## src/rtl/lms_avmm_cmd_bridge.sv

```systemverilog
// lms_avmm_cmd_bridge
//   Pops command words from a show-ahead input FIFO, runs one Avalon-MM read or
//   write per command, and pushes response words into an output FIFO. A per-phase
//   timeout recovers from a stuck slave and is tallied in a saturating counter.
// Ports
//   clk_clk, reset_reset_n     clock, asynchronous active-low reset
//   soft_clr                   synchronous abort/clear (tmo_cnt is kept)
//   if_d/if_rdempty/if_rd      input FIFO (show-ahead data, empty, read strobe)
//   of_d/of_wr/of_wrfull       output FIFO (response word, write strobe, full)
//   avm_*                      Avalon-MM master
//   busy                       FSM is not idle
//   tmo_cnt                    saturating timeout count
// Command word: [CMD_W-1]=write, [ADDR_W+DATA_W-1:DATA_W]=address, [DATA_W-1:0]=wdata
// Response word: [CMD_W-1]=timeout, [CMD_W-2]=write ack, address field, read data
module lms_avmm_cmd_bridge #(
  parameter int unsigned ADDR_W  = 8,
  parameter int unsigned DATA_W  = 8,
  parameter int unsigned CMD_W   = 32,
  parameter int unsigned TMO_CYC = 255,
  parameter int unsigned WR_ACK  = 0
) (
  input  logic              clk_clk,
  input  logic              reset_reset_n,
  input  logic              soft_clr,
  input  logic [CMD_W-1:0]  if_d,
  input  logic              if_rdempty,
  output logic              if_rd,
  output logic [CMD_W-1:0]  of_d,
  output logic              of_wr,
  input  logic              of_wrfull,
  output logic [ADDR_W-1:0] avm_address,
  output logic              avm_read,
  output logic              avm_write,
  output logic [DATA_W-1:0] avm_writedata,
  input  logic              avm_waitrequest,
  input  logic [DATA_W-1:0] avm_readdata,
  input  logic              avm_readdatavalid,
  output logic              busy,
  output logic [7:0]        tmo_cnt
);

  localparam int unsigned TMR_W = 16;
  localparam int unsigned CNT_W = 8;
  localparam logic [TMR_W-1:0] TMR_LAST = TMR_W'(TMO_CYC - 1);

  // Elaboration-time parameter sanity
  if (ADDR_W + DATA_W + 1 > CMD_W) begin : g_bad_cmd_w
    $error("lms_avmm_cmd_bridge: CMD_W too small for ADDR_W+DATA_W+1");
  end
  if (TMO_CYC == 0 || TMO_CYC > 65535) begin : g_bad_tmo
    $error("lms_avmm_cmd_bridge: TMO_CYC must be 1..65535");
  end

  typedef enum logic [1:0] {
    S_IDLE    = 2'd0,
    S_CMD     = 2'd1,
    S_WAIT_RD = 2'd2,
    S_RSP     = 2'd3
  } state_e;

  state_e             state_q,     state_d;
  logic [TMR_W-1:0]   timer_q,     timer_d;
  logic [CNT_W-1:0]   tmo_cnt_q,   tmo_cnt_d;
  logic               is_wr_q,     is_wr_d;
  logic               tmo_flag_q,  tmo_flag_d;
  logic [ADDR_W-1:0]  addr_q,      addr_d;
  logic [DATA_W-1:0]  wdata_q,     wdata_d;
  logic [DATA_W-1:0]  rdata_q,     rdata_d;
  logic               avm_read_q,  avm_read_d;
  logic               avm_write_q, avm_write_d;
  logic               if_rd_q,     if_rd_d;
  logic               of_wr_q,     of_wr_d;
  logic [CMD_W-1:0]   of_d_q,      of_d_d;
  logic               busy_q,      busy_d;
  logic [CMD_W-1:0]   rsp_c;
  logic               timer_last_c;
  logic               unused_if_d;

  // Only some command bits carry meaning; the rest are deliberately ignored
  assign unused_if_d = ^if_d;

  assign timer_last_c = (timer_q == TMR_LAST);

  // Response word assembly from the latched command and captured data
  always_comb begin
    rsp_c                         = '0;
    rsp_c[ADDR_W+DATA_W-1:DATA_W] = addr_q;
    rsp_c[DATA_W-1:0]             = rdata_q;
    rsp_c[CMD_W-2]                = is_wr_q;
    rsp_c[CMD_W-1]                = tmo_flag_q;
  end

  // Next-state and registered-output logic
  always_comb begin
    state_d     = state_q;
    timer_d     = timer_q;
    tmo_cnt_d   = tmo_cnt_q;
    is_wr_d     = is_wr_q;
    tmo_flag_d  = tmo_flag_q;
    addr_d      = addr_q;
    wdata_d     = wdata_q;
    rdata_d     = rdata_q;
    avm_read_d  = avm_read_q;
    avm_write_d = avm_write_q;
    if_rd_d     = 1'b0;
    of_wr_d     = 1'b0;
    of_d_d      = of_d_q;

    case (state_q)
      S_IDLE: begin
        if (!if_rdempty) begin
          is_wr_d     = if_d[CMD_W-1];
          addr_d      = if_d[ADDR_W+DATA_W-1:DATA_W];
          wdata_d     = if_d[DATA_W-1:0];
          rdata_d     = '0;
          tmo_flag_d  = 1'b0;
          avm_write_d = if_d[CMD_W-1];
          avm_read_d  = !if_d[CMD_W-1];
          if_rd_d     = 1'b1;
          timer_d     = '0;
          state_d     = S_CMD;
        end
      end

      S_CMD: begin
        if (!avm_waitrequest) begin
          avm_read_d  = 1'b0;
          avm_write_d = 1'b0;
          if (is_wr_q) begin
            state_d = (WR_ACK != 0) ? S_RSP : S_IDLE;
          end else if (avm_readdatavalid) begin
            rdata_d = avm_readdata;
            state_d = S_RSP;
          end else begin
            timer_d = '0;
            state_d = S_WAIT_RD;
          end
        end else if (timer_last_c) begin
          avm_read_d  = 1'b0;
          avm_write_d = 1'b0;
          tmo_flag_d  = 1'b1;
          if (tmo_cnt_q != '1) tmo_cnt_d = tmo_cnt_q + CNT_W'(1);
          // A timed-out write only reports back when write acks are enabled
          state_d = (is_wr_q && (WR_ACK == 0)) ? S_IDLE : S_RSP;
        end else begin
          timer_d = timer_q + TMR_W'(1);
        end
      end

      S_WAIT_RD: begin
        if (avm_readdatavalid) begin
          rdata_d = avm_readdata;
          state_d = S_RSP;
        end else if (timer_last_c) begin
          tmo_flag_d = 1'b1;
          if (tmo_cnt_q != '1) tmo_cnt_d = tmo_cnt_q + CNT_W'(1);
          state_d = S_RSP;
        end else begin
          timer_d = timer_q + TMR_W'(1);
        end
      end

      S_RSP: begin
        if (!of_wrfull) begin
          of_wr_d = 1'b1;
          of_d_d  = rsp_c;
          state_d = S_IDLE;
        end
      end

      default: state_d = S_IDLE;
    endcase

    // Abort: everything back to reset values except the timeout tally
    if (soft_clr) begin
      state_d     = S_IDLE;
      timer_d     = '0;
      tmo_cnt_d   = tmo_cnt_q;
      is_wr_d     = 1'b0;
      tmo_flag_d  = 1'b0;
      addr_d      = '0;
      wdata_d     = '0;
      rdata_d     = '0;
      avm_read_d  = 1'b0;
      avm_write_d = 1'b0;
      if_rd_d     = 1'b0;
      of_wr_d     = 1'b0;
      of_d_d      = '0;
    end

    busy_d = (state_d != S_IDLE);
  end

  // State and output registers
  always_ff @(posedge clk_clk or negedge reset_reset_n) begin
    if (!reset_reset_n) begin
      state_q     <= S_IDLE;
      timer_q     <= '0;
      tmo_cnt_q   <= '0;
      is_wr_q     <= 1'b0;
      tmo_flag_q  <= 1'b0;
      addr_q      <= '0;
      wdata_q     <= '0;
      rdata_q     <= '0;
      avm_read_q  <= 1'b0;
      avm_write_q <= 1'b0;
      if_rd_q     <= 1'b0;
      of_wr_q     <= 1'b0;
      of_d_q      <= '0;
      busy_q      <= 1'b0;
    end else begin
      state_q     <= state_d;
      timer_q     <= timer_d;
      tmo_cnt_q   <= tmo_cnt_d;
      is_wr_q     <= is_wr_d;
      tmo_flag_q  <= tmo_flag_d;
      addr_q      <= addr_d;
      wdata_q     <= wdata_d;
      rdata_q     <= rdata_d;
      avm_read_q  <= avm_read_d;
      avm_write_q <= avm_write_d;
      if_rd_q     <= if_rd_d;
      of_wr_q     <= of_wr_d;
      of_d_q      <= of_d_d;
      busy_q      <= busy_d;
    end
  end

  assign if_rd         = if_rd_q;
  assign of_wr         = of_wr_q;
  assign of_d          = of_d_q;
  assign avm_address   = addr_q;
  assign avm_writedata = wdata_q;
  assign avm_read      = avm_read_q;
  assign avm_write     = avm_write_q;
  assign busy          = busy_q;
  assign tmo_cnt       = tmo_cnt_q;

endmodule

```

## config.mk

```make
export PLATFORM = sky130hd
export DESIGN_NAME = lms_avmm_cmd_bridge
export DESIGN_NICKNAME = d
export VERILOG_FILES = /design/src/rtl/lms_avmm_cmd_bridge.sv
export SDC_FILE = /design/constraint.sdc
export NUM_CORES = 1
export LEC_CHECK = 0
export ABC_AREA = 1
export BUFFER_PORTS_ARGS = -buffer_cell sky130_fd_sc_hd__buf_2
export CORE_ASPECT_RATIO = 1.5
export CORE_UTILIZATION = 50
export CTS_CLUSTER_DIAMETER = 60
export DETAILED_ROUTE_END_ITERATION = 10
export GPL_TIMING_DRIVEN = 0
export PLACE_DENSITY = 0.77
export SETUP_SLACK_MARGIN = 0.1
export SLEW_MARGIN = 20
export SYNTH_ARGS = -nofsm -noshare
export SYNTH_HDL_FRONTEND = slang
export SYNTH_SLANG_ARGS = --single-unit
export TNS_END_PERCENT = 10
```

## constraint.sdc

```tcl
create_clock -name clk_clk -period 2.6 [get_ports clk_clk]
set_clock_uncertainty 0.1 [all_clocks]
set_input_delay 0.26 -clock clk_clk [delete_from_list [all_inputs] [get_ports clk_clk]]
set_output_delay 0.26 -clock clk_clk [all_outputs]
set_load 0.02 [all_outputs]
```

Word level (Yosys, flattened, before mapping)
Index checks and enable logic that the tools add are counted.
{"block": "totals", "regBits": 89, "latchBits": 0, "ram_bits": 0, "romBits": 0, "input_bits": 47, "output_inout_bits": 61, "elab_cells": 110, "mem_count": 0}
{"block": "classes", "n_addsub": 2, "n_mul": 0, "n_div": 0, "order_cmp": 0, "eq_ne": 17, "shifts": 0, "mux": 61, "bitwise_logic": 1, "n_reduce_logical": 15}
{"op": "two-way mux 8 bit", "count": 15}
{"op": "two-way mux 16 bit", "count": 7}
{"op": "two-way mux 32 bit", "count": 3}
{"op": "case mux 16 bit (3 select lines)", "count": 1}
{"op": "case mux 8 bit (3 select lines)", "count": 1}
{"op": "two-way mux 1 bit", "count": 20}
{"op": "two-way mux 2 bit", "count": 9}
{"op": "adder 16 x 1 -> 16 bit, second input constant", "count": 1}
{"op": "equality test 16 x 8 -> 1 bit, second input constant", "count": 1}
{"op": "case mux 8 bit (2 select lines)", "count": 1}
{"op": "!= test 3 bit, second input constant", "count": 5}
{"op": "!= test 4 bit, second input constant", "count": 3}
{"op": "AND reduction 4 bit", "count": 3}
{"op": "adder 8 x 1 -> 8 bit, second input constant", "count": 1}
{"op": "!= test 2 bit, second input constant", "count": 4}
{"op": "!= test 8 bit, second input constant", "count": 1}
{"op": "case mux 2 bit (4 select lines)", "count": 1}
{"op": "nonzero test 2 bit", "count": 4}
{"op": "AND reduction 5 bit", "count": 1}
{"op": "equality test 2 bit, second input constant", "count": 2}
{"op": "case mux 1 bit (2 select lines)", "count": 2}
{"op": "AND reduction 2 bit", "count": 2}
{"op": "nonzero test 4 bit", "count": 1}
{"op": "case mux 1 bit (3 select lines)", "count": 1}
{"op": "6 further kinds", "count": 6}

Depth between registers and ports, before layout
{"block": "logic_depth", "ltp_word": 6, "ltp_mapped": 14, "mapped_depth_nobuf": 13}

Least setup slack after synthesis
No wires, ideal clock.
{"block": "synth_path", "path_kind": "register -> register", "startpoint": "reg state_q[0]", "endpoint": "reg timer_q[2]", "setup_time_ps": 77, "arrival_ps": 1607, "required_time_ps": 2423, "setup_slack_ps": 816, "stages_incl_launch_ff": 13, "n_path_buf": 1, "synth_period_minus_slack_ps": 1784, "path_cell_list": "dfrtp_1 > inv_1 > ha_1 > nand2_2 > nand3_2 > nand2_2 > nand2_2 > inv_2 > nor2_4 > inv_2 > buf_6 > o21ai_0 > a21oi_1"}
{"block": "synth_via", "elab_chain_len": 3, "elab_cells_between_ends": 11, "cone_classes": "eq/ne (6); mux (2); reduce/logical (3)"}
{"item": "from (decl)", "line": "61", "text": "state_e state_q, state_d;"}
{"item": "from (signal assigned)", "line": "212", "text": "state_q <= state_d;"}
{"item": "equality test 2 x 1 -> 1 bit (tied with other cells)", "line": "109", "text": "case (state_q)"}
{"item": "!= test 4 bit (no line) (tied with other cells)"}
{"item": "AND reduction 5 bit (no line) or two-way mux 16 bit (tied branches)"}
{"item": "to (signal assigned)", "line": "213", "text": "timer_q <= timer_d;"}
{"item": "to (decl)", "line": "62", "text": "logic [TMR_W-1:0] timer_q, timer_d;"}
Several ways; a longest one is shown, not always the timed one.
A chain may end at the register's enable or synchronous reset.

Worst setup path after layout
{"block": "layout_path", "startpoint": "reg state_q[1]", "endpoint": "reg timer_q[5]"}
The elaborated chain is that of the path after synthesis.

==> metrics <==
outcome finished, final reports clean; Initial Util 0.516; DP Cell Count about 640; Area growth syn-to-layout 22.7%; post-cts resize count 0; P_leak 2.43 nW; synthesis warning total 0; Worst Path Arrival 2.20 ns; Root Driver clkbuf_8; pre-CTS setup slack roughly 0.55 ns; Period minus WS final a little over 2 ns; max-cap violations 0; layout cells sized above 1 0.257; DR vias roughly 3200; Setup violations, final 0; DRT Pass-1 Iters 8; nature of the critical path startpoint flip-flop; Vias/cell 4.90; Synth Instances 444; H-tree depth 3; Main synth FF type dfrtp_1; Synth Register Bits between 70 and 80; CORE AREA about 7200 um^2; Top cell by count, worst path nand2_1; Longest Clk Path Bufs 2; Placer Congestion 0.893; row count 38; Setup CP Type flip-flop to flip-flop; GRT Total Usage 0.238; post-route ant nets 0; Synth area leader dfrtp_1; Seq/Total Area, Yosys 0.503; synth top area cells dfrtp_1 (50%), nand2_1 (7.8%), o21ai_0 (5.8%); Clk pin slew, worst setup/hold paths approximately 0.080 ns; Reg area 1880 um^2; CTS tree yes; slowest CP cell dfrtp_1; hold crit path type primary input to flip-flop; Power Density 613 nW/um^2; Tcrit/Tclk final 0.791; worst setup margin between 0.5 and 0.6 ns; worst path cell trace inv_1 -> ha_1 -> buf_2 -> nand2_1 -> nand2_1 -> nand2_1 -> nand2_2 -> nand2_2 -> inv_2 -> nor2_4 -> inv_2 -> buf_6 -> o21ai_0 -> nor2_1; Post-synth EDFFs 0; Max Freq slightly below 500 MHz; IO Count ~110; initial antenna violation count 0; cell area after synthesis ~3700 um^2; vias in the first global route 3223; Yosys top cell area share 0.503; max incr delay on CP ~0.40 ns; PortBufs between 70 and 80; Synth cell types 37; clock sinks 75; type of destination of the critical path flip-flop; fillers about 640; fin. max-slew vios 0; Synth async-reset ratio 1.00; post-DP HPWL between 6 and 7 mm; Routed WL 8.32 mm; critical path data required time ~2.7 ns; Layout Nets 602; first-pass GRT wire length 14.2 mm; CTS Buf Count 9; Die ar. approximately 7800 um^2; Final Power 2.80 mW; # diodes 0; DIE HEIGHT 108 um; width of the die about 73 um; Overflow after GRT 0; commonest cells after routing, fill and taps aside buf_2 (81), nand2_1 (78), dfrtp_1 (75); clk_lat worst skew between 0.3 and 0.4 ns; Synth Area per Inst between 8 and 9 um^2; area of the multi-input gates between 1500 and 2000 um^2; WL per Instance approximately 13 um; RSZ-0062 raised after global routing no; Hold Worst Slack 0.0180 ns; non-filler cells, final ~650; Crit Path Max Fanout 10; final-report hold violation count 0; initial drt markers approximately 210; Post-CTS Setup Repair Bufs 0; Worst VDD drop 475 uV; largest net degree at the start of global routing 52; DRC 0; Setup TNS Final 0 ns; commonest non-fill, non-tap cell in the layout buf_2
-- flip-flops by register name, summed over array words and instances, names as in the netlist --
name / count
avm_address: 8
avm_read: 1
avm_write: 1
avm_writedata: 8
busy: 1
if_rd: 1
is_wr_q: 1
of_d: 18
of_wr: 1
rdata_q: 8
state_q: 2
timer_q: 16
tmo_cnt: 8
tmo_flag_q: 1
-- cell type report --
class	count	share of cell area
well taps	100	0.0273
clock inverters	5	0.0219
clock buffers	11	0.0309
multi-input cells	295	0.329
repair buffers	80	0.0940
plain buffers	23	0.0339
inverters	64	0.0533
flip-flops and latches	75	0.410
-- synth_stat cells, types with 5 or more instances --
library cell	instances
nand2_1	78
dfrtp_1	75
inv_1	55
nor2_1	44
o21ai_0	43
nand3_1	42
buf_4	15
a21oi_1	13
a22o_1	8
ha_1	7
inv_2	7
nand2_2	7
nand4_1	6
nor3_1	6
xor2_1	6
nor2_2	5
-- routing by layer --
metal	wire, um	GRT usage
met5	0	0
met4	180	0.122
met3	337	0.0496
met2	4340	0.415
met1	3470	0.270
-- worst max-delay path, delay by kind of cell, from the launching register on --
family	cells	cell delay (ns)
AO/OA/AOI/OAI	1	0.08
adder cells (fa/ha/maj)	1	0.20
buffers and inverters	5	0.57
flip-flops	1	0.40
AND/OR/NAND/NOR	7	0.60
-- logic make-up (layout without fill, tap and decap cells) --
logic type,count (synthesis),in the layout,synth area share
fa+ha+maj,7,7,0.0235
other cells,1,14,0.00100
xor+xnor,7,7,0.0164
compound gates,73,73,0.113
buf+inv,87,183,0.107
flops,75,75,0.503
simple gates,194,194,0.236
-- where the power goes --
group / internal, mW / switching [mW] / total (mW)
registers: 1.23 / 0.0325 / 1.26
logic: 0.157 / 0.309 / 0.466
clock network: 0.661 / 0.421 / 1.08
-- per-stage QoR --
stage | utilization | area [um^2]
2_1_floorplan | - | 3780
3_3_place_gp | 0.595 | 4300
3_5_place_dp | 0.599 | 4330
4_1_cts | 0.633 | 4580
5_1_grt | 0.633 | 4580
6_report | 0.633 | 4580
-- path summary, 6_finish.rpt --
path,start,endpoint,slack [ns],cells after the start
setup / recovery,state_q[1],timer_q[5],0.54,14
min in group asynchronous,reset_reset_n,timer_q[6],0.26,2
hold reg to reg,avm_write,avm_write,0.37,2
hold / removal,if_d[8],avm_address[0],0.02,3
max in group asynchronous,reset_reset_n,rdata_q[0],1.58,3
setup reg to reg,state_q[1],timer_q[5],0.54,14
-- repair_timing --
item	CTS	global route
hold buffers	1	0
endpoints found under the hold margin	24	0
endpoints found under the setup margin	0	0
Power figures use the tool's default switching activity.
